<file path="src/rtl/io_port_pkg.sv">
// Shared sizing for the in/out port unit: default word width, FIFO depth
// and the occupancy-count width rule, kept here so top, FIFO and bench agree.
package io_port_pkg;

    localparam int DATA_W_DEF = 16;
    localparam int DEPTH_DEF  = 4;

    // Counts must reach DEPTH itself, hence the +1.
    function automatic int cnt_w(input int depth);
        return $clog2(depth + 1);
    endfunction

    function automatic int ptr_w(input int depth);
        return (depth > 1) ? $clog2(depth) : 1;
    endfunction

endpackage

</file>
<file path="src/rtl/io_port_if.sv">
// Port-unit bus bundle: CPU-side in/out strobes, device-side valid/ready links,
// flags and occupancy. slave = port unit view, master = control unit/device view.
interface io_port_if #(
    parameter int DATA_W = 16,
    parameter int CNT_W  = 3
);
    logic              OutputWrite;
    logic [DATA_W-1:0] OutData;
    logic              InRead;
    logic [DATA_W-1:0] InData;
    logic              InValid;
    logic              TxValid;
    logic [DATA_W-1:0] TxData;
    logic              TxReady;
    logic              RxValid;
    logic [DATA_W-1:0] RxData;
    logic              RxReady;
    logic              ClearFlags;
    logic              OutOverflow;
    logic              InUnderflow;
    logic [CNT_W-1:0]  TxCount;
    logic [CNT_W-1:0]  RxCount;

    modport slave (
        input  OutputWrite, OutData, InRead, TxReady, RxValid, RxData, ClearFlags,
        output InData, InValid, TxValid, TxData, RxReady,
               OutOverflow, InUnderflow, TxCount, RxCount
    );

    modport master (
        output OutputWrite, OutData, InRead, TxReady, RxValid, RxData, ClearFlags,
        input  InData, InValid, TxValid, TxData, RxReady,
               OutOverflow, InUnderflow, TxCount, RxCount
    );

endinterface

</file>
<file path="src/rtl/io_port_fifo.sv">
// Circular-buffer FIFO with zero-latency show-ahead head (rdata is 0 when empty).
// Push is ignored when full unless popping in the same cycle; pop ignored when empty.
module io_fifo
    import io_port_pkg::*;
#(
    parameter  int DATA_W = DATA_W_DEF,
    parameter  int DEPTH  = DEPTH_DEF,
    localparam int CNT_W  = cnt_w(DEPTH),
    localparam int PTR_W  = ptr_w(DEPTH)
) (
    input  logic              CLK,
    input  logic              Reset_n,
    input  logic              push,
    input  logic              pop,
    input  logic [DATA_W-1:0] wdata,
    output logic [DATA_W-1:0] rdata,
    output logic [CNT_W-1:0]  count,
    output logic              full,
    output logic              empty
);

    logic [DATA_W-1:0] mem [DEPTH];
    logic [PTR_W-1:0]  rd_ptr;
    logic [PTR_W-1:0]  wr_ptr;
    logic              do_push;
    logic              do_pop;

    function automatic logic [PTR_W-1:0] ptr_inc(input logic [PTR_W-1:0] p);
        return (p == PTR_W'(DEPTH - 1)) ? '0 : p + PTR_W'(1);
    endfunction

    assign full    = (count == CNT_W'(DEPTH));
    assign empty   = (count == '0);
    assign do_pop  = pop & ~empty;
    assign do_push = push & (~full | do_pop);

    always_ff @(posedge CLK or negedge Reset_n) begin
        if (!Reset_n) begin
            rd_ptr <= '0;
            wr_ptr <= '0;
            count  <= '0;
        end else begin
            if (do_push) wr_ptr <= ptr_inc(wr_ptr);
            if (do_pop)  rd_ptr <= ptr_inc(rd_ptr);
            if (do_push && !do_pop)
                count <= count + CNT_W'(1);
            else if (!do_push && do_pop)
                count <= count - CNT_W'(1);
        end
    end

    // Storage needs no reset: the head is masked to 0 whenever count is 0.
    always_ff @(posedge CLK) begin
        if (do_push) mem[wr_ptr] <= wdata;
    end

    assign rdata = empty ? '0 : mem[rd_ptr];

endmodule

</file>
<file path="src/rtl/io_port_unit.sv">
// Peripheral end of in/out: OutputWrite pushes TX FIFO (drained over TxValid/TxReady),
// RX FIFO fed by RxValid/RxReady is popped by InRead; head visible same cycle, pop at edge.
module io_port_unit
    import io_port_pkg::*;
#(
    parameter int DATA_W = DATA_W_DEF,
    parameter int DEPTH  = DEPTH_DEF,
    parameter int CNT_W  = cnt_w(DEPTH)
) (
    input  logic       CLK,
    input  logic       Reset_n,
    io_port_if.slave   bus
);

    logic              tx_push;
    logic              tx_pop;
    logic              tx_full;
    logic              tx_empty;
    logic [DATA_W-1:0] tx_head;
    logic [CNT_W-1:0]  tx_count;

    logic              rx_push;
    logic              rx_pop;
    logic              rx_full;
    logic              rx_empty;
    logic [DATA_W-1:0] rx_head;
    logic [CNT_W-1:0]  rx_count;

    logic              out_overflow;
    logic              in_underflow;
    logic              overflow_evt;
    logic              underflow_evt;

    // A full TX FIFO still takes a write when the device drains the head this cycle.
    assign tx_pop   = ~tx_empty & bus.TxReady;
    assign tx_push  = bus.OutputWrite & (~tx_full | tx_pop);

    // RxReady is derived from occupancy only, so no drops and no comb path from RxValid.
    assign rx_push  = bus.RxValid & ~rx_full;
    assign rx_pop   = bus.InRead & ~rx_empty;

    assign overflow_evt  = bus.OutputWrite & tx_full & ~tx_pop;
    assign underflow_evt = bus.InRead & rx_empty;

    io_fifo #(
        .DATA_W (DATA_W),
        .DEPTH  (DEPTH)
    ) u_tx_fifo (
        .CLK     (CLK),
        .Reset_n (Reset_n),
        .push    (tx_push),
        .pop     (tx_pop),
        .wdata   (bus.OutData),
        .rdata   (tx_head),
        .count   (tx_count),
        .full    (tx_full),
        .empty   (tx_empty)
    );

    io_fifo #(
        .DATA_W (DATA_W),
        .DEPTH  (DEPTH)
    ) u_rx_fifo (
        .CLK     (CLK),
        .Reset_n (Reset_n),
        .push    (rx_push),
        .pop     (rx_pop),
        .wdata   (bus.RxData),
        .rdata   (rx_head),
        .count   (rx_count),
        .full    (rx_full),
        .empty   (rx_empty)
    );

    // Set beats clear when both land in the same cycle.
    always_ff @(posedge CLK or negedge Reset_n) begin
        if (!Reset_n) begin
            out_overflow <= 1'b0;
            in_underflow <= 1'b0;
        end else begin
            out_overflow <= overflow_evt  | (out_overflow & ~bus.ClearFlags);
            in_underflow <= underflow_evt | (in_underflow & ~bus.ClearFlags);
        end
    end

    assign bus.TxValid     = ~tx_empty;
    assign bus.TxData      = tx_head;
    assign bus.TxCount     = tx_count;
    assign bus.InValid     = ~rx_empty;
    assign bus.InData      = rx_head;
    assign bus.RxReady     = ~rx_full;
    assign bus.RxCount     = rx_count;
    assign bus.OutOverflow = out_overflow;
    assign bus.InUnderflow = in_underflow;

endmodule

</file>
<file path="src/flat_wrapper.sv">
// flat-port wrapper written by rule: the top's interface ports become plain ports
module io_port_unit_flat import io_port_pkg::*;
#(
    parameter int DATA_W = DATA_W_DEF,
    parameter int DEPTH  = DEPTH_DEF,
    parameter int CNT_W  = cnt_w(DEPTH)
)
  (CLK, Reset_n, bus_OutputWrite, bus_OutData, bus_InRead, bus_TxReady, bus_RxValid, bus_RxData, bus_ClearFlags, bus_InData, bus_InValid, bus_TxValid, bus_TxData, bus_RxReady, bus_OutOverflow, bus_InUnderflow, bus_TxCount, bus_RxCount);
  io_port_if #(.DATA_W(DATA_W), .CNT_W(CNT_W)) bus_i ();
  input  logic CLK;
  input  logic Reset_n;
  input wire logic [$bits(bus_i.OutputWrite)-1:0] bus_OutputWrite;
  input wire logic [$bits(bus_i.OutData)-1:0] bus_OutData;
  input wire logic [$bits(bus_i.InRead)-1:0] bus_InRead;
  input wire logic [$bits(bus_i.TxReady)-1:0] bus_TxReady;
  input wire logic [$bits(bus_i.RxValid)-1:0] bus_RxValid;
  input wire logic [$bits(bus_i.RxData)-1:0] bus_RxData;
  input wire logic [$bits(bus_i.ClearFlags)-1:0] bus_ClearFlags;
  output wire logic [$bits(bus_i.InData)-1:0] bus_InData;
  output wire logic [$bits(bus_i.InValid)-1:0] bus_InValid;
  output wire logic [$bits(bus_i.TxValid)-1:0] bus_TxValid;
  output wire logic [$bits(bus_i.TxData)-1:0] bus_TxData;
  output wire logic [$bits(bus_i.RxReady)-1:0] bus_RxReady;
  output wire logic [$bits(bus_i.OutOverflow)-1:0] bus_OutOverflow;
  output wire logic [$bits(bus_i.InUnderflow)-1:0] bus_InUnderflow;
  output wire logic [$bits(bus_i.TxCount)-1:0] bus_TxCount;
  output wire logic [$bits(bus_i.RxCount)-1:0] bus_RxCount;
  assign bus_i.OutputWrite = bus_OutputWrite;
  assign bus_i.OutData = bus_OutData;
  assign bus_i.InRead = bus_InRead;
  assign bus_i.TxReady = bus_TxReady;
  assign bus_i.RxValid = bus_RxValid;
  assign bus_i.RxData = bus_RxData;
  assign bus_i.ClearFlags = bus_ClearFlags;
  assign bus_InData = bus_i.InData;
  assign bus_InValid = bus_i.InValid;
  assign bus_TxValid = bus_i.TxValid;
  assign bus_TxData = bus_i.TxData;
  assign bus_RxReady = bus_i.RxReady;
  assign bus_OutOverflow = bus_i.OutOverflow;
  assign bus_InUnderflow = bus_i.InUnderflow;
  assign bus_TxCount = bus_i.TxCount;
  assign bus_RxCount = bus_i.RxCount;
  io_port_unit #(.DATA_W(DATA_W), .DEPTH(DEPTH), .CNT_W(CNT_W)) u_core (.CLK(CLK), .Reset_n(Reset_n), .bus(bus_i));
endmodule
</file>
<file path="config.mk">
export PLATFORM = sky130hd
export DESIGN_NAME = io_port_unit_flat
export DESIGN_NICKNAME = d
export VERILOG_FILES = /design/src/rtl/io_port_pkg.sv /design/src/rtl/io_port_if.sv /design/src/rtl/io_port_fifo.sv /design/src/rtl/io_port_unit.sv /design/src/flat_wrapper.sv
export SDC_FILE = /design/constraint.sdc
export NUM_CORES = 1
export LEC_CHECK = 0
export ABC_AREA = 1
export CORE_ASPECT_RATIO = 2
export CORE_MARGIN = 5
export CORE_UTILIZATION = 54
export DETAILED_ROUTE_END_ITERATION = 8
export PLACE_DENSITY = 0.79
export SLEW_MARGIN = 20
export SYNTH_ARGS = -nofsm -noshare
export SYNTH_HDL_FRONTEND = slang
export SYNTH_HIERARCHICAL = 1
export SYNTH_SLANG_ARGS = --single-unit
</file>
<file path="constraint.sdc">
create_clock -name CLK -period 2.7 [get_ports CLK]
set_input_delay 0.405 -clock CLK [delete_from_list [all_inputs] [get_ports CLK]]
set_output_delay 0.405 -clock CLK [all_outputs]
set_load 0.02 [all_outputs]
</file>
==> impl_metrics.py <==
metrics = {
    "status": {
        "status": "finished clean",
    },
    "route": {
        "ant_nets": 0,
        "dr_wl_met3_um": 819,
        "num_vias": 4750,
        "drc": 0,
        "firstDrtPassIters": 5,
        "detail_route.wl_per_cell_um": 16.51,
        "highest_layer": "met4",
        "drtIter0Drc": 218,
        "met2_length_um": 8791,
        "totalWireLength_um": 14990,
        "via_per_inst": 5.231,
        "wl_met1_um": 5017,
    },
    "placed_design": {
        "dp_hpwl_um": 10290,
        "place.gp.congestion": 0.7548,
        "numPortBuffers": 81,
    },
    "critical_path": {
        "rr_worst_depth": 15,
        "critPathRequiredTime_ns": 2.30,
        "cp-start-kind": "register",
        "critPathCaptureType": "output pin",
        "max_stage_delay_ns": 0.55,
        "worstPathCellList": "nor2_2 > nand2_4 > inv_4 > buf_4 > a21oi_1 > clkdlybuf4s50_1",
        "slowest_stage": "clkdlybuf4s50_1",
        "crit_type": "register to output pin",
        "critPathMaxFanout": 16,
        "cp.arrival_ns": 2.17,
        "worstPathBufferInverterCount": 3,
        "r2r_end": "u_core/u_tx_fifo/count[1]",
        "crit_family": "buffers and inverters",
        "reg2reg_from": "u_core/u_tx_fifo/count[1]",
        "reg2reg_slack_ns": 0.38,
    },
    "grt": {
        "grt_overflow_total": 0,
        "grtUsageTotal": 0.2062,
        "antenna_found_initial": 0,
        "grt_pass1_wl_um": 23190,
        "grt_start_max_net_pins": 33,
        "grt_pass1_vias": 5178,
    },
    "synth": {
        "synth_edf_count": 128,
        "synth_top_area_frac": 0.5669,
        "synth_fp_nets": 700,
        "synth_top_family_by_area": "simple AND/OR/NAND/NOR gates",
        "async_reset_ff_frac": 0.1111,
        "synth-seq-cells": 144,
        "synth_mux_area_frac": 0,
        "synth_fa_ha_area_frac": 0.02805,
        "yosysWarnings": 6,
        "synthSimpleGateAreaFrac": 0.1816,
        "yosysSeqAreaShare": 0.6259,
        "synthTopCellsByArea": "edfxtp_1, nand2_1, inv_1",
        "synthesis.area_mm2": 0.006780,
        "synth_compound_area_frac": 0.03875,
        "yosys.area_share.xor_xnor": 0.002584,
        "synth.distinct_cells": 25,
        "ys.flop_type": "edfxtp_1",
        "yosysTopAreaCell": "edfxtp_1",
        "postSynthCellCount": 647,
        "syn_avg_cell_area_um2": 10.48,
    },
    "floorplan": {
        "rows": 58,
        "fp.dieW_um": 89.24,
        "die_area_mm2": 0.01503,
        "die_h_um": 168.5,
        "start_util": 0.5432,
        "ioPinCount": 82,
        "core_mm2": 0.01248,
    },
    "clock_tree": {
        "cts_hold_buf": 0,
        "cts_buffer_depth": 2,
        "cts_buffers": 17,
        "h-tree-depth": 4,
        "clk_latency_ns": 0.40,
        "cts.sinks": 144,
        "clk_pin_slew_worst_paths_ns": 0.06,
        "cts_tree": "built",
        "clockRootBuffer": "clkbuf_16",
    },
    "timing": {
        "finalSetupViolCount": 0,
        "rsz0062_at_grt": "false",
        "hold_viol": 0,
        "fin_tns_setup_ns": 0,
        "timing.final.crit_period_ns": 2.578,
        "fmaxAchievable_mhz": 387.9,
        "tightest_slew_ns": 0.8614,
        "fin_skew_ns": 0.006456,
        "fin_crit_sh": 0.9547,
        "relSlewSlack": 0.4239,
        "slew_viol_final": 0,
    },
    "cells_and_area": {
        "layout_common_cells": "nand2_1, inv_1, edfxtp_1",
        "antenna_cells": 0,
        "drive_gt1_frac": 0.1464,
        "final_nets": 798,
        "final_common_cell": "nand2_1",
        "area_growth_pct": 23.01,
        "fillCellCount": 887,
        "utilization": 0.6682,
    },
    "power_and_ir_drop": {
        "p_leak_nw": 3.807,
        "ir_worst_vdd_mv": 0.8343,
        "p_per_area_mw_per_mm2": 1217,
    },
    "hold_path": {
        "hp-class": "input pin to asynchronous set/reset pin",
    },
    "flow_run": {
        "drv_cap": 0,
    },
}
-- registers in the layout (all words and copies together), names as in the netlist --
register,count
u_core/u_tx_fifo/rd_ptr,2
u_core/u_tx_fifo/count,3
u_core/u_tx_fifo/mem,64
u_core/u_tx_fifo/wr_ptr,2
u_core/bus.OutOverflow,1
u_core/u_rx_fifo/count,3
u_core/u_rx_fifo/mem,64
u_core/u_rx_fifo/wr_ptr,2
u_core/u_rx_fifo/rd_ptr,2
u_core/bus.InUnderflow,1
-- what timing repair did --
item,CTS,global route
resized for setup,1,8
endpoints found under the setup margin,2,10
buffers inserted,0,0
-- logic make-up after synthesis --
logic type,count (synthesis)
AO/OA/AOI/OAI,36
XOR/XNOR,2
adder cells (fa/ha/maj),14
buffers and inverters,189
flip-flops,144
AND/OR/NAND/NOR,262
-- cell usage after synthesis, types with 3 or more instances --
cell        n
a21oi_1    12
a21oi_2    21
buf_2       8
buf_6      14
dfrtp_1    16
edfxtp_1  128
ha_1       12
inv_1     157
inv_2       5
inv_4       3
nand2_1   163
nand2_4     3
nand3_1    52
nand3_2    22
nor2_1     12
-- layout make-up --
| class | instances | area, um^2 | share of cell area |
|---|---|---|---|
| clock buffer | 17 | 425.4 | 0.05101 |
| clock inverter | 15 | 158.9 | 0.01905 |
| inverter | 167 | 636.9 | 0.07636 |
| multi-input combinational | 314 | 1702 | 0.2040 |
| sequential | 144 | 4244 | 0.5089 |
| tap | 150 | 187.7 | 0.02250 |
| timing repair buffer | 101 | 985.9 | 0.1182 |
-- power breakdown --
group | switching [mW] | leakage, nW | internal (mW)
clock network | 0.903 | 0.272 | 1.37
registers | 0.239 | 1.37 | 2.97
logic | 2.87 | 2.17 | 1.80
total | 4.01 | 3.81 | 6.14
-- layer usage --
metal  vias to the layer above  GRT usage
li1                       2223          -
met4                         0     0.1043
met5                         -          0
met2                       188     0.4076
met1                      2301     0.1826
met3                        38    0.03945
-- worst max-delay path by stage --
| stage | from | endpoint | cells past startpoint |
|---|---|---|---|
| after floorplan | u_core/u_tx_fifo/count[0] | u_core/u_tx_fifo/mem[0][0] | 11 |
| after detailed placement | bus_InRead | u_core/u_rx_fifo/count[2] | 14 |
| after CTS | u_core/u_rx_fifo/rd_ptr[0] | bus_InData[14] | 6 |
| after global routing | u_core/u_rx_fifo/rd_ptr[0] | bus_InData[12] | 6 |
| final | u_core/u_tx_fifo/count[1] | bus_TxData[1] | 6 |
| after global placement | bus_InRead | u_core/u_rx_fifo/count[2] | 14 |
-- stage by stage --
step | std cells | power (mW) | setup WS, ns | hold slack, ns | instance area, um^2
finish | 908 | 10.15 | 0.1222 | 0.4930 | 8341
global route | 908 | 10.69 | 0.01235 | 0.5331 | 8341
CTS | 908 | 10.22 | 0.04970 | 0.5106 | 8319
detailed placement | 876 | 7.896 | 0.2076 | 0.5042 | 7731
global placement | 876 | 7.652 | 0.2801 | 0.4698 | 7731
floorplan | 647 | 6.217 | 0.2183 | 0.1094 | 6780
Note: power is estimated with default switching activity, not from simulation.
